===== config.mk =====
export PLATFORM = sky130hd
export DESIGN_NAME = uart_tx_fifo
export DESIGN_NICKNAME = d
export VERILOG_FILES = /design/src/rtl/uart_tx_fifo.sv
export SDC_FILE = /design/constraint.sdc
export NUM_CORES = 1
export LEC_CHECK = 0
export CAP_MARGIN = 10
export CORE_MARGIN = 1.5
export CORE_UTILIZATION = 35
export DETAILED_ROUTE_END_ITERATION = 8
export PLACE_DENSITY_LB_ADDON = 0.3
export SLEW_MARGIN = 30
export SYNTH_ARGS = -nofsm -noshare
export SYNTH_HDL_FRONTEND = slang
export SYNTH_SLANG_ARGS = --single-unit

===== constraint.sdc =====
create_clock -name clk -period 6.5 [get_ports clk]
set_input_delay 1.95 -clock clk [delete_from_list [all_inputs] [get_ports clk]]
set_output_delay 1.95 -clock clk [all_outputs]
set_load 0.005 [all_outputs]

===== src/rtl/uart_tx_fifo.sv =====
// Byte-wide 8N1 UART transmitter fed by a small power-of-two FIFO.
// Frames go out LSB first; a queued byte follows the previous stop bit with no idle gap.
module uart_tx_fifo #(
  parameter int ClkFreq   = 50_000_000,
  parameter int BaudRate  = 1_000_000,
  parameter int FifoDepth = 4
) (
  input  logic                         clk,
  input  logic                         reset,
  input  logic [7:0]                   data,
  input  logic                         valid,
  output logic                         ready,
  output logic                         tx,
  output logic                         busy,
  output logic [$clog2(FifoDepth):0]   level
);

  localparam int BitCycles = ClkFreq / BaudRate;
  localparam int PtrW      = $clog2(FifoDepth);
  localparam int CntW      = (BitCycles > 2) ? $clog2(BitCycles) : 1;

  localparam logic [CntW-1:0] LastCnt   = CntW'(BitCycles - 1);
  localparam logic [PtrW:0]   FullLevel = (PtrW + 1)'(FifoDepth);

  localparam logic [1:0] S_IDLE  = 2'd0;
  localparam logic [1:0] S_START = 2'd1;
  localparam logic [1:0] S_DATA  = 2'd2;
  localparam logic [1:0] S_STOP  = 2'd3;

  if (BitCycles < 2) begin : g_bad_baud
    $error("uart_tx_fifo: ClkFreq/BaudRate must give at least 2 cycles per bit");
  end
  if (FifoDepth < 2 || (FifoDepth & (FifoDepth - 1)) != 0) begin : g_bad_depth
    $error("uart_tx_fifo: FifoDepth must be a power of two and at least 2");
  end

  logic [7:0]      mem [FifoDepth];
  logic [PtrW-1:0] wr_ptr;
  logic [PtrW-1:0] rd_ptr;
  logic [1:0]      state;
  logic [CntW-1:0] baud_cnt;
  logic [2:0]      bit_idx;
  logic [7:0]      shreg;
  logic            push;
  logic            pop;
  logic            boundary;

  assign ready    = (level != FullLevel);
  assign push     = valid && ready;
  assign boundary = (baud_cnt == LastCnt);
  // A pop happens either from idle or straight out of the last stop-bit cycle.
  assign pop      = (level != '0) && ((state == S_IDLE) || (state == S_STOP && boundary));
  assign busy     = (state != S_IDLE) || (level != '0);

  always_ff @(posedge clk) begin
    if (push) begin
      mem[wr_ptr] <= data;
    end
  end

  always_ff @(posedge clk or negedge reset) begin
    if (!reset) begin
      wr_ptr <= '0;
      rd_ptr <= '0;
      level  <= '0;
    end else begin
      if (push) begin
        wr_ptr <= wr_ptr + PtrW'(1);
      end
      if (pop) begin
        rd_ptr <= rd_ptr + PtrW'(1);
      end
      case ({push, pop})
        2'b10:   level <= level + (PtrW + 1)'(1);
        2'b01:   level <= level - (PtrW + 1)'(1);
        default: level <= level;
      endcase
    end
  end

  always_ff @(posedge clk or negedge reset) begin
    if (!reset) begin
      state    <= S_IDLE;
      baud_cnt <= '0;
      bit_idx  <= '0;
      shreg    <= '0;
      tx       <= 1'b1;
    end else if (state == S_IDLE) begin
      baud_cnt <= '0;
      tx       <= 1'b1;
      if (pop) begin
        shreg <= mem[rd_ptr];
        state <= S_START;
        tx    <= 1'b0;
      end
    end else if (!boundary) begin
      baud_cnt <= baud_cnt + CntW'(1);
    end else begin
      baud_cnt <= '0;
      case (state)
        S_START: begin
          tx      <= shreg[0];
          bit_idx <= '0;
          state   <= S_DATA;
        end
        S_DATA: begin
          if (bit_idx != 3'd7) begin
            shreg   <= {1'b0, shreg[7:1]};
            tx      <= shreg[1];
            bit_idx <= bit_idx + 3'd1;
          end else begin
            tx    <= 1'b1;
            state <= S_STOP;
          end
        end
        default: begin
          if (pop) begin
            shreg <= mem[rd_ptr];
            state <= S_START;
            tx    <= 1'b0;
          end else begin
            state <= S_IDLE;
          end
        end
      endcase
    end
  end

endmodule


# Word level (Yosys, flattened, before mapping)
# Memories as Yosys holds them, arrays and structs flattened.
# Index checks and enable logic that the tools add are counted.
dict set report op_classes {
  addsub 6
  n_eq_ne 13
  muxes 24
  bitwise 1
  reduce_logical 16
}
# op count
set op_table {}
lappend op_table {{$mux W8} 4}
lappend op_table {{$pmux W8 S2} 1}
lappend op_table {{$mux W6} 2}
lappend op_table {{$ne A3 B3 Y1 const B} 4}
lappend op_table {{$pmux W3 S2} 2}
lappend op_table {{$mux W1} 8}
lappend op_table {{$mux W2} 4}
lappend op_table {{$reduce_bool A2 Y1} 4}
lappend op_table {{$add A3 B1 Y3 const B} 2}
lappend op_table {{$add A6 B1 Y6 const B} 1}
lappend op_table {{$eq A2 B2 Y1 const B} 3}
lappend op_table {{$eq A6 B6 Y1 const B} 1}
lappend op_table {{$ne A2 B2 Y1 const B} 3}
lappend op_table {{$reduce_and A3 Y1} 2}
lappend op_table {{$add A2 B1 Y2 const B} 2}
lappend op_table {{$eq A2 B1 Y1 const B} 2}
lappend op_table {{$pmux W2 S2} 1}
lappend op_table {{$reduce_and A4 Y1} 1}
lappend op_table {{$reduce_bool A4 Y1} 1}
lappend op_table {{$logic_and A1 B1 Y1} 3}
lappend op_table {{$mux W3} 1}
lappend op_table {{$reduce_bool A3 Y1} 1}
lappend op_table {{$sub A3 B1 Y3 const B} 1}
lappend op_table {{$logic_not A2 Y1} 1}
lappend op_table {{other kinds (4)} 5}
dict set report totals {
  ff_bits 27
  mem_bits_rw 32
  in_bits 11
  out_inout_bits 6
  word_cells 69
  memories 1
}
# name words width rd rd_ports_with_merged_regs wr line_no
set mem_list {}
lappend mem_list {mem 4 8 1 0 1 37} ;# logic [7:0] mem [FifoDepth];

# Depth between registers and ports, before layout
# Gate-level depths: netlist of the first run.
dict set report depth {
  word_depth 8
  depth_mapped 11
  mapped_depth_nobuf 11
}

# Least setup slack after synthesis of the first run
# Ideal clock, no wire load.
dict set report synth_timing {
  path_kind {input-to-reg}
  startpoint {input port valid}
  endpoint {register level[2]}
  arrival_time_ns 3.117
  t_required_ns 6.421
  setup_slack_ns 3.304
  path_stages 8
  path_cell_list {and2_1 -> inv_1 -> ha_1 -> inv_1 -> fa_1 -> xor2_1 -> nor2_1 -> xor2_1}
}
dict set report synth_via {
  elab_chain_len 3
  elab_cells_between_ends 5
  cone_classes {eq/ne (2); mux (1); reduce/logical (2)}
}
# item line_no
set synth_rtl {}
lappend synth_rtl {{from (decl)} 11} ;# input logic valid,
lappend synth_rtl {{$logic_and A1 B1 Y1 *} 49} ;# assign push = valid && ready;
lappend synth_rtl {{$eq A2 B1 Y1 / $eq A2 B2 Y1 (equally long branches)} 73} ;# case ({push, pop})
lappend synth_rtl {{$pmux W3 S2 / $reduce_bool A2 Y1 (equally long branches)} -}
lappend synth_rtl {{to (signal assigned)} 74} ;# 2'b10: level <= level + (PtrW + 1)'(1);
lappend synth_rtl {{to (signal assigned)} 75} ;# 2'b01: level <= level - (PtrW + 1)'(1);
lappend synth_rtl {{to (signal assigned)} 76} ;# default: level <= level;
lappend synth_rtl {{to (decl)} 15} ;# output logic [$clog2(FifoDepth):0] level
# Every way passes the cells marked *; elsewhere a longest branch is shown, timed or not.
# A chain may end at the register's enable or synchronous reset.

# Worst setup path after layout of the first run
dict set report layout_timing {
  startpoint {register state[1]}
  endpoint {output port busy}
}
dict set report layout_via {
  elab_chain_len 2
}
# item line_no
set layout_rtl {}
lappend layout_rtl {{from (decl)} 40} ;# logic [1:0] state;
lappend layout_rtl {{from (signal assigned)} 83} ;# state <= S_IDLE;
lappend layout_rtl {{from (signal assigned)} 93} ;# state <= S_START;
lappend layout_rtl {{from (signal assigned)} 104} ;# state <= S_DATA;
lappend layout_rtl {{$reduce_bool A2 Y1} 53} ;# assign busy = (state != S_IDLE) || (level != '0);
lappend layout_rtl {{$logic_or A1 B1 Y1} 53}
lappend layout_rtl {{to (decl)} 14} ;# output logic busy,
# No other way between the ends.

==> results of run 1 <==
==> per-layer routing <==
metal  up-vias  wire, microns  track usage
li1        756              -            -
met1       718           2250        0.169
met2        20           2050        0.181
met3        10            133       0.0302
met4         0             90       0.0703
met5         -              0            0
==> flip-flops by register name, summed over array words and instances (netlist names) <==
| name | cells |
|---|---|
| baud_cnt | 6 |
| bit_idx | 3 |
| level | 3 |
| mem | 32 |
| rd_ptr | 2 |
| shreg | 8 |
| state | 2 |
| tx | 1 |
| wr_ptr | 2 |
==> power by group through the flow <==
stage	logic (uW)	registers [uW]	clock network, uW
finish	499	597	328
floorplan	416	564	0
CTS	507	601	335
global placement	505	605	0
global route	565	619	348
detailed placement	506	608	0
==> per-stage QoR <==
step	instance area [sq um]	power [uW]	utilization	hold slack (ns)
after floorplan	2720	980	-	0.461
after global placement	2980	1110	0.402	0.488
after detailed placement	2980	1110	0.402	0.494
after CTS	3170	1440	0.428	0.504
after global routing	3170	1530	0.428	0.525
final	3170	1420	0.428	0.504
==> cells in the mapped netlist, types with 2 or more instances <==
| cell | count |
|---|---|
| a21oi_1 | 2 |
| a22o_1 | 3 |
| a2bb2oi_1 | 7 |
| and2_1 | 2 |
| and3_1 | 4 |
| buf_2 | 4 |
| clkbuf_1 | 4 |
| dfrtp_1 | 26 |
| edfxtp_1 | 32 |
| ha_1 | 14 |
| inv_1 | 10 |
| mux2_2 | 2 |
| mux4_2 | 8 |
| nand2_1 | 8 |
| nand2b_1 | 7 |
| nand3_1 | 4 |
| nand4_1 | 2 |
| nor2_1 | 10 |
| o21ai_0 | 4 |
| o21ai_1 | 4 |
| o31a_1 | 2 |
| o31ai_1 | 6 |
| xnor2_1 | 6 |
| xor2_1 | 4 |
==> final cells by class <==
type                    count  share of cell area
flip-flops and latches     59               0.516
well taps                  99              0.0391
inverters                  11              0.0130
clock inverters             7              0.0217
clock buffers               9              0.0391
repair buffers             17              0.0529
multi-input cells         115               0.318
==> cells in the final DEF (no fill, tap or decap), drive strengths merged, types with 2 or more instances in the layout <==
cell and instances:
edfxtp 32, dfrtp 26, clkdlybuf4s50 16, ha 14, inv 11, nor2 10, clkbuf 9, nand2 8
mux4 8, o21ai 8, nand2b 7, a2bb2oi 7, xnor2 6, o31ai 6, nand3 4, xor2 4
and3 4, clkinvlp 4, mux2 4, a22o 3, o31a 2, and2 2, a21oi 2, nand4 2
clkinv 2
==> how the worst max path moves through the flow <==
stage,startpoint,end,slack [ns],cells after the start
after global placement,valid,level[2]$_DFFE_PN0P_,2.78,9
after global routing,state[1]$_DFFE_PN0P_,busy,2.54,4
after detailed placement,valid,level[2]$_DFFE_PN0P_,2.76,9
after floorplan,valid,level[2]$_DFFE_PN0P_,3.30,8
after CTS,state[1]$_DFFE_PN0P_,busy,2.68,4
final,state[1]$_DFFE_PN0P_,busy,2.69,4
==> cells by family (layout without fill, tap and decap cells) <==
kind of cell | count (synthesis) | in the layout | share of synthesized area
DFF | 59 | 59 | 0.601
and+or+nand+nor | 42 | 42 | 0.0808
AOI/OAI and AO/OA | 36 | 36 | 0.101
buffers and inverters | 20 | 44 | 0.0294
adders and majority gates | 15 | 15 | 0.0717
muxes | 12 | 12 | 0.0841
xor gates and xnor gates | 10 | 10 | 0.0322
==> results_dict.tcl, run 1 <==
set metrics [dict create \
    switching_share 0.341 \
    cpMaxStageDelayCell "clkdlybuf4s50_1" \
    syn_area_sq_mm 0.00272 \
    synth_edf_count 32 \
    r2r_cells 8 \
    grt_max_degree 28 \
    yosys_warnings 0 \
    status "finished clean" \
    avgSynthCellArea_sq_um 14.0 \
    required_ns 4.55 \
    worst_pin_slew_ns 0.591 \
    slew-limit-headroom 0.606 \
    rrSetupSlack_ns 3.97 \
    cp_top_family "buffers and inverters" \
    post_cts.repair.setup_buffers 0 \
    crit_path_start_kind "flop" \
    comb_power_share 0.350 \
    place_hpwl_microns 3020 \
    cts_max_path_buffers 2 \
    ir_drop_mv 0.207 \
    cts_sinks 59 \
    rsz0062_at_grt "no" \
    post_drt_wl_per_cell_microns 14.2 \
    die_x_microns 91.2 \
    final_layout_size_suffix_gt1_frac 0.156 \
    dr.first_iter.drc_count 72 \
    setup-tns-final_ns 0 \
    grt_pass1_vias 1612 \
    finalWorstSetupSlack_ns 2.69 \
    critPathBufInv 2 \
    cap_violations 0 \
    cts_buffers 9 \
    synth_top_cells_by_area "edfxtp_1 (35%), dfrtp_1 (24%), mux4_2 (6.6%)" \
    core_sq_mm 0.00741 \
    internal-power_uw 938 \
    yosysUniqueCellTypes 43 \
    cp_max_fo 9 \
    worstPathCellList "inv_1, ha_1, nand3b_1, clkdlybuf4s50_1" \
    synth_top_area_share 0.353 \
    cts_resized 0 \
    synth_nets 220 \
    finalHoldViolations 0 \
    cts.clk_slew.worst_paths_ns 0.08 \
    multi_input_area_sq_mm 0.00101 \
    hold_buffers 0 \
    initial_core_util 0.368 \
    ys_async_sr_fraction 0.458 \
    pwr-share-seq 0.420 \
    min_period_ns 3.81 \
    seq_area_sq_mm 0.00164 \
    min_period_over_period 0.586 \
    n_antenna_cell 0 \
    drc 0 \
    gp_congestion 0.743 \
    fmax_ghz 0.263 \
    port_buffers 16 \
    chipHeight_microns 91.2 \
    timing.rr.start "baud_cnt[0]$_DFF_PN0_" \
    skew_ns 0.0113 \
    power_switching_uw 486 \
    cts_tree "done" \
    clkPwrFrac 0.230 \
    grt-ovfl-total 0 \
    power_leakage_uw 0.00122 \
    layoutNonFillerInstCount 317 \
    critPathCaptureType "output pin" \
    power_density_mw_per_mm2 449 \
    synth.yosys.seq_area_share 0.601 \
    grt_util_all_layers 0.124 \
    worstHoldPathType "reg2reg" \
    hold_end "baud_cnt[0]$_DFF_PN0_" \
    cp.arrival_ns 1.86 \
    rr_endpoint "level[1]$_DFFE_PN0P_" \
    synth_top_cell_by_area "edfxtp_1" \
    worstSetupPathType "reg2out" \
    synth-seq-cells 59 \
    fill_cells 685 \
    vias 1504 \
    die_area_sq_mm 0.00832 \
    final_net_count 239 \
    syn2layout_area_growth_pct 16.4 \
    grt_pass1_wl_microns 7820 \
    synth-main-ff-cell "edfxtp_1" \
    drtAntennaViolNets 0 \
    vias_per_cell 4.74 \
    setup-violations-final 0 \
    syn_inst 194 \
    holdPathStages 1 \
    finalMaxSlewViolations 0 \
    antenna_found_initial 0 \
    clkLatencyLatePin_ns 0.34 \
    rows 31 \
    htree_num_levels 3 \
    routed_wirelength_microns 4520 \
    max_stage_delay_ns 0.47 \
    num_io_pins 17 \
    dp_cells 301 \
    worstHoldStart "baud_cnt[0]$_DFF_PN0_" \
    clock-root-buffer "clkbuf_8" \
    detailedPlace.worstSlack_ns 2.76 \
    dr.pass1.iters 4 \
]
No activity file was read; power rests on OpenSTA's default activity.
==> inputs of run 2 (changes only) <==
==> constraint.sdc (replaced) <==
create_clock -name clk -period 3.5 [get_ports clk]
set_input_delay 1.05 -clock clk [delete_from_list [all_inputs] [get_ports clk]]
set_output_delay 1.05 -clock clk [all_outputs]
set_load 0.005 [all_outputs]
==> run 2 against run 1 <==
Clock power up 83%. Die area is the same. Register-to-register slack got worse by 2.9 ns. Largest power group unchanged. Via count is 2.6% higher. Wire length up 0.58%. Design area grew 0.47%. Sequential power increased by 86%. Core utilization is 0.20 points higher. Non-clock buffer count increased by 2. Global-route usage down 0.51 points.
==> results_dict.tcl, run 2 (synthesis results as in run 1) <==
set metrics [dict create \
    regMostFlops "mem" \
    layout_common_cells "edfxtp_1 (32), dfrtp_1 (26), clkdlybuf4s50_1 (16), ha_1 (14)" \
    port_buffers 16 \
    final_net_count 241 \
    cpMaxStageDelayCell "clkdlybuf4s50_1" \
    critPathBufInv 2 \
    dr.first_iter.drc_count 87 \
    post_drt_wl_per_cell_microns 14.2 \
    worstSetupPathType "reg2out" \
    rr_endpoint "level[2]$_DFFE_PN0P_" \
    cts_resized 0 \
    reg_top3 "mem (32), shreg (8), baud_cnt (6)" \
    worstHoldStart "baud_cnt[0]$_DFF_PN0_" \
    grt_max_degree 28 \
    status "finished clean" \
    cp_max_fo 9 \
    clkLatencyLatePin_ns 0.33 \
    worstHoldPathType "reg2reg" \
    grt_util_all_layers 0.119 \
    largest_reg_flops 32 \
    layoutNonFillerInstCount 319 \
    setup-violations-final 0 \
    min_period_ns 2.88 \
    detailedPlace.worstSlack_ns 0.651 \
    finalHoldViolations 0 \
    cts_tree "done" \
    core_sq_mm 0.00741 \
    rsz0062_at_grt "no" \
    required_ns 2.45 \
    min_period_over_period 0.823 \
    clock-root-buffer "clkbuf_8" \
    timing.rr.start "baud_cnt[1]$_DFF_PN0_" \
    chipHeight_microns 91.2 \
    rrSetupSlack_ns 1.06 \
    setup-tns-final_ns 0 \
    critPathCaptureType "output pin" \
    skew_ns 0.00702 \
    hold_end "baud_cnt[0]$_DFF_PN0_" \
    htree_num_levels 3 \
    ir_drop_mv 0.355 \
    die_x_microns 91.2 \
    gp_congestion 0.741 \
    grt_pass1_vias 1547 \
    drtAntennaViolNets 0 \
    vias 1543 \
    initial_core_util 0.368 \
    hold_buffers 0 \
    place_hpwl_microns 3110 \
    final_layout_size_suffix_gt1_frac 0.155 \
    final_common_cell "edfxtp_1" \
    die_area_sq_mm 0.00832 \
    cts_max_path_buffers 2 \
    crit_path_start_kind "flop" \
    dp_cells 303 \
    slew-limit-headroom 0.606 \
    holdPathStages 1 \
    worstPathCellList "inv_1, ha_1, nand3b_1, clkdlybuf4s50_1" \
    n_antenna_cell 0 \
    worst_pin_slew_ns 0.590 \
    num_io_pins 17 \
    cts_sinks 59 \
    r2r_cells 12 \
    antenna_found_initial 0 \
    vias_per_cell 4.84 \
    power_density_mw_per_mm2 836 \
    finalWorstSetupSlack_ns 0.621 \
    cp.arrival_ns 1.83 \
    stdcell_area_sq_mm 0.00319 \
    dr.pass1.iters 4 \
    routed_wirelength_microns 4540 \
    post_cts.repair.setup_buffers 0 \
    rows 31 \
    power_leakage_uw 0.00124 \
    finalMaxSlewViolations 0 \
    cts.clk_slew.worst_paths_ns 0.07 \
    fmax_ghz 0.347 \
    grt_pass1_wl_microns 7460 \
    placed_area_sq_mm 0.00299 \
    drc 0 \
    cp_top_family "buffers and inverters" \
    cap_violations 0 \
    syn2layout_area_growth_pct 17.0 \
    max_stage_delay_ns 0.47 \
    grt-ovfl-total 0 \
    cts_buffers 9 \
]
==> run 2: cell types whose count changed in the layout (fill, tap and decap cells not counted), sizes merged <==
cell      delta
buf          +2
clkinvlp     -3
clkinv       +1
clkbuf       +2
==> run 2: final cells by class <==
cell class	instances	area [sq um]
Fill cell	675	4220
Sequential cell	59	1640
Multi-Input combinational cell	115	1010
Timing Repair Buffer	19	183
Clock buffer	11	131
Tap cell	99	124
Clock inverter	5	63.8
Inverter	11	41.3
==> run 2: through the flow <==
| step | hold slack, ns | power [uW] | util |
|---|---|---|---|
| 6_report | 0.495 | 2660 | 0.430 |
| 5_1_grt | 0.529 | 2860 | 0.430 |
| 2_1_floorplan | 0.461 | 1820 | - |
| 3_5_place_dp | 0.494 | 2100 | 0.404 |
| 3_3_place_gp | 0.490 | 2080 | 0.404 |
| 4_1_cts | 0.503 | 2700 | 0.430 |
==> run 2: power breakdown <==
part           leakage, uW  internal (uW)  total, uW  switching, uW
combinational     0.000523            485        951            466
clock            0.0000937            333        600            268
sequential        0.000619            948       1110            165
==> run 2: worst max-delay path by stage <==
stage | slack, ns | endpoint | depth (start not counted) | start
2_1_floorplan | 1.20 | level[2]$_DFFE_PN0P_ | 8 | valid
3_3_place_gp | 0.68 | level[2]$_DFFE_PN0P_ | 9 | valid
6_report | 0.62 | busy | 4 | state[1]$_DFFE_PN0P_
4_1_cts | 0.60 | busy | 4 | state[1]$_DFFE_PN0P_
3_5_place_dp | 0.65 | level[2]$_DFFE_PN0P_ | 9 | valid
5_1_grt | 0.47 | busy | 4 | state[1]$_DFFE_PN0P_
==> run 2: routing by layer <==
layer,global-route usage,share of wire
met1,0.145,0.46
met5,0,0
met3,0.0511,0.038
met4,0.0352,0.0046
met2,0.192,0.50
==> inputs of run 3 (changes only) <==
==> constraint.sdc (replaced) <==
create_clock -name clk -period 3 [get_ports clk]
set_input_delay 0.9 -clock clk [delete_from_list [all_inputs] [get_ports clk]]
set_output_delay 0.9 -clock clk [all_outputs]
set_load 0.005 [all_outputs]
==> run 3 against run 2 <==
Design area about the same. Largest power group unchanged. Count of clock-buffer cells in the layout down 2. Critical path depth unchanged. Final cell count unchanged. Setup slack worse by 0.37 ns. Highest routed layer unchanged.
==> results_dict.tcl, run 3 (synthesis results as in run 1) <==
set metrics [dict create \
    rows 31 \
    chipHeight_microns 91.2 \
    die_area_sq_mm 0.00832 \
    min_period_ns 2.75 \
    ir_drop_mv 0.405 \
    layout_common_cells "edfxtp_1 (32), dfrtp_1 (26), clkdlybuf4s50_1 (16), ha_1 (14)" \
    initial_core_util 0.368 \
    cts_sinks 59 \
    regMostFlops "mem" \
    finalMaxSlewViolations 0 \
    fin_util 0.430 \
    placed_area_sq_mm 0.00299 \
    cts.clk_slew.worst_paths_ns 0.07 \
    port_buffers 16 \
    rsz0062_at_grt "no" \
    clock-root-buffer "clkbuf_8" \
    antenna_found_initial 0 \
    slew-limit-headroom 0.619 \
    dr.first_iter.drc_count 98 \
    reg_top3 "mem (32), shreg (8), baud_cnt (6)" \
    layoutNonFillerInstCount 319 \
    hold_buffers 0 \
    cts_buffers 9 \
    dr.max_layer_used "met4" \
    finalHoldViolations 0 \
    final_common_cell "edfxtp_1" \
    met1_length_microns 2300 \
    die_x_microns 91.2 \
    gp_congestion 0.734 \
    grt_pass1_wl_microns 8050 \
    setup-tns-final_ns 0 \
    dr.pass1.iters 4 \
    htree_num_levels 3 \
    fmax_ghz 0.363 \
    cap_violations 0 \
    drtAntennaViolNets 0 \
    power_density_mw_per_mm2 979 \
    required_ns 2.10 \
    drc 0 \
    skew_ns 0.00475 \
    post_drt_wl_per_cell_microns 14.4 \
    cts_tree "done" \
    cts_resized 0 \
    fill_cells 668 \
    min_period_over_period 0.917 \
    grt-ovfl-total 0 \
    setup-violations-final 0 \
    largest_reg_flops 32 \
    dr_wl_met3_microns 103 \
    worstHoldPathType "reg2reg" \
    final_net_count 241 \
    r2r_cells 11 \
    core_sq_mm 0.00741 \
    power_leakage_uw 0.00124 \
    place_hpwl_microns 3070 \
    critPathCaptureType "output pin" \
    cp.arrival_ns 1.85 \
    grt_max_degree 28 \
    cp_max_fo 9 \
    dp_cells 303 \
    grt_pass1_vias 1595 \
    routed_wirelength_microns 4590 \
    final_layout_size_suffix_gt1_frac 0.164 \
    worst_pin_slew_ns 0.571 \
    post_cts.repair.setup_buffers 0 \
    vias_per_cell 4.82 \
    worstSetupPathType "reg2out" \
    n_antenna_cell 0 \
    met2_length_microns 2120 \
    finalPower_uw 3120 \
    status "finished clean" \
    vias 1539 \
    grt_util_all_layers 0.127 \
    stdcell_area_sq_mm 0.00318 \
    syn2layout_area_growth_pct 16.9 \
    crit_path_start_kind "flop" \
    holdPathStages 1 \
    cts_max_path_buffers 2 \
    num_io_pins 17 \
    clkLatencyLatePin_ns 0.33 \
]
## run 3: changes by cell type in the layout (fill, tap and decap cells not counted)
cell	change
clkinv_4	-2
clkbuf_1	-2
clkinvlp_4	+1
clkinv_2	+3
## run 3: final timing paths
check / start / endpoint / slack (ns)
max reg2reg: baud_cnt[1]$_DFF_PN0_ / level[2]$_DFFE_PN0P_ / 0.70
min: baud_cnt[0]$_DFF_PN0_ / baud_cnt[0]$_DFF_PN0_ / 0.50
min in group asynchronous: reset / bit_idx[1]$_DFFE_PN0P_ / 0.94
max in group asynchronous: reset / tx$_DFFE_PN1P_ / 1.74
max: state[1]$_DFFE_PN0P_ / busy / 0.25
min reg2reg: baud_cnt[0]$_DFF_PN0_ / baud_cnt[0]$_DFF_PN0_ / 0.50
## run 3: through the flow
stage               setup slack [ns]  hold WS (ns)
floorplan                      0.854         0.461
global placement               0.334         0.489
detailed placement             0.298         0.495
CTS                            0.218         0.504
global route                   0.114         0.533
finish                         0.249         0.496
## run 3: layout make-up
cell class / count / area (sq um) / share of cell area
repair buffers: 19 / 183 / 0.0574
clock buffers: 9 / 124 / 0.0389
multi-input cells: 115 / 1010 / 0.316
inverters: 11 / 41.3 / 0.0130
clock inverters: 7 / 68.8 / 0.0216
flip-flops and latches: 59 / 1640 / 0.514
well taps: 99 / 124 / 0.0389
## run 3: metal layers
metal  track usage  vias to the layer above
li1              -                      759
met5             0                        -
met3        0.0285                        7
met4        0.0677                        0
met2         0.190                       21
met1         0.170                      752
## run 3: worst max-delay path, stage by stage (launching register included)
cell and delay (ns):
dfrtp_1 0.42, inv_1 0.12, ha_1 0.35, nand3b_1 0.16, clkdlybuf4s50_1 0.47
## run 3: where the power goes
part | internal (uW) | total (uW) | switching, uW
Sequential | 1110 | 1290 | 188
Combinational | 566 | 1120 | 551
Clock | 380 | 705 | 325
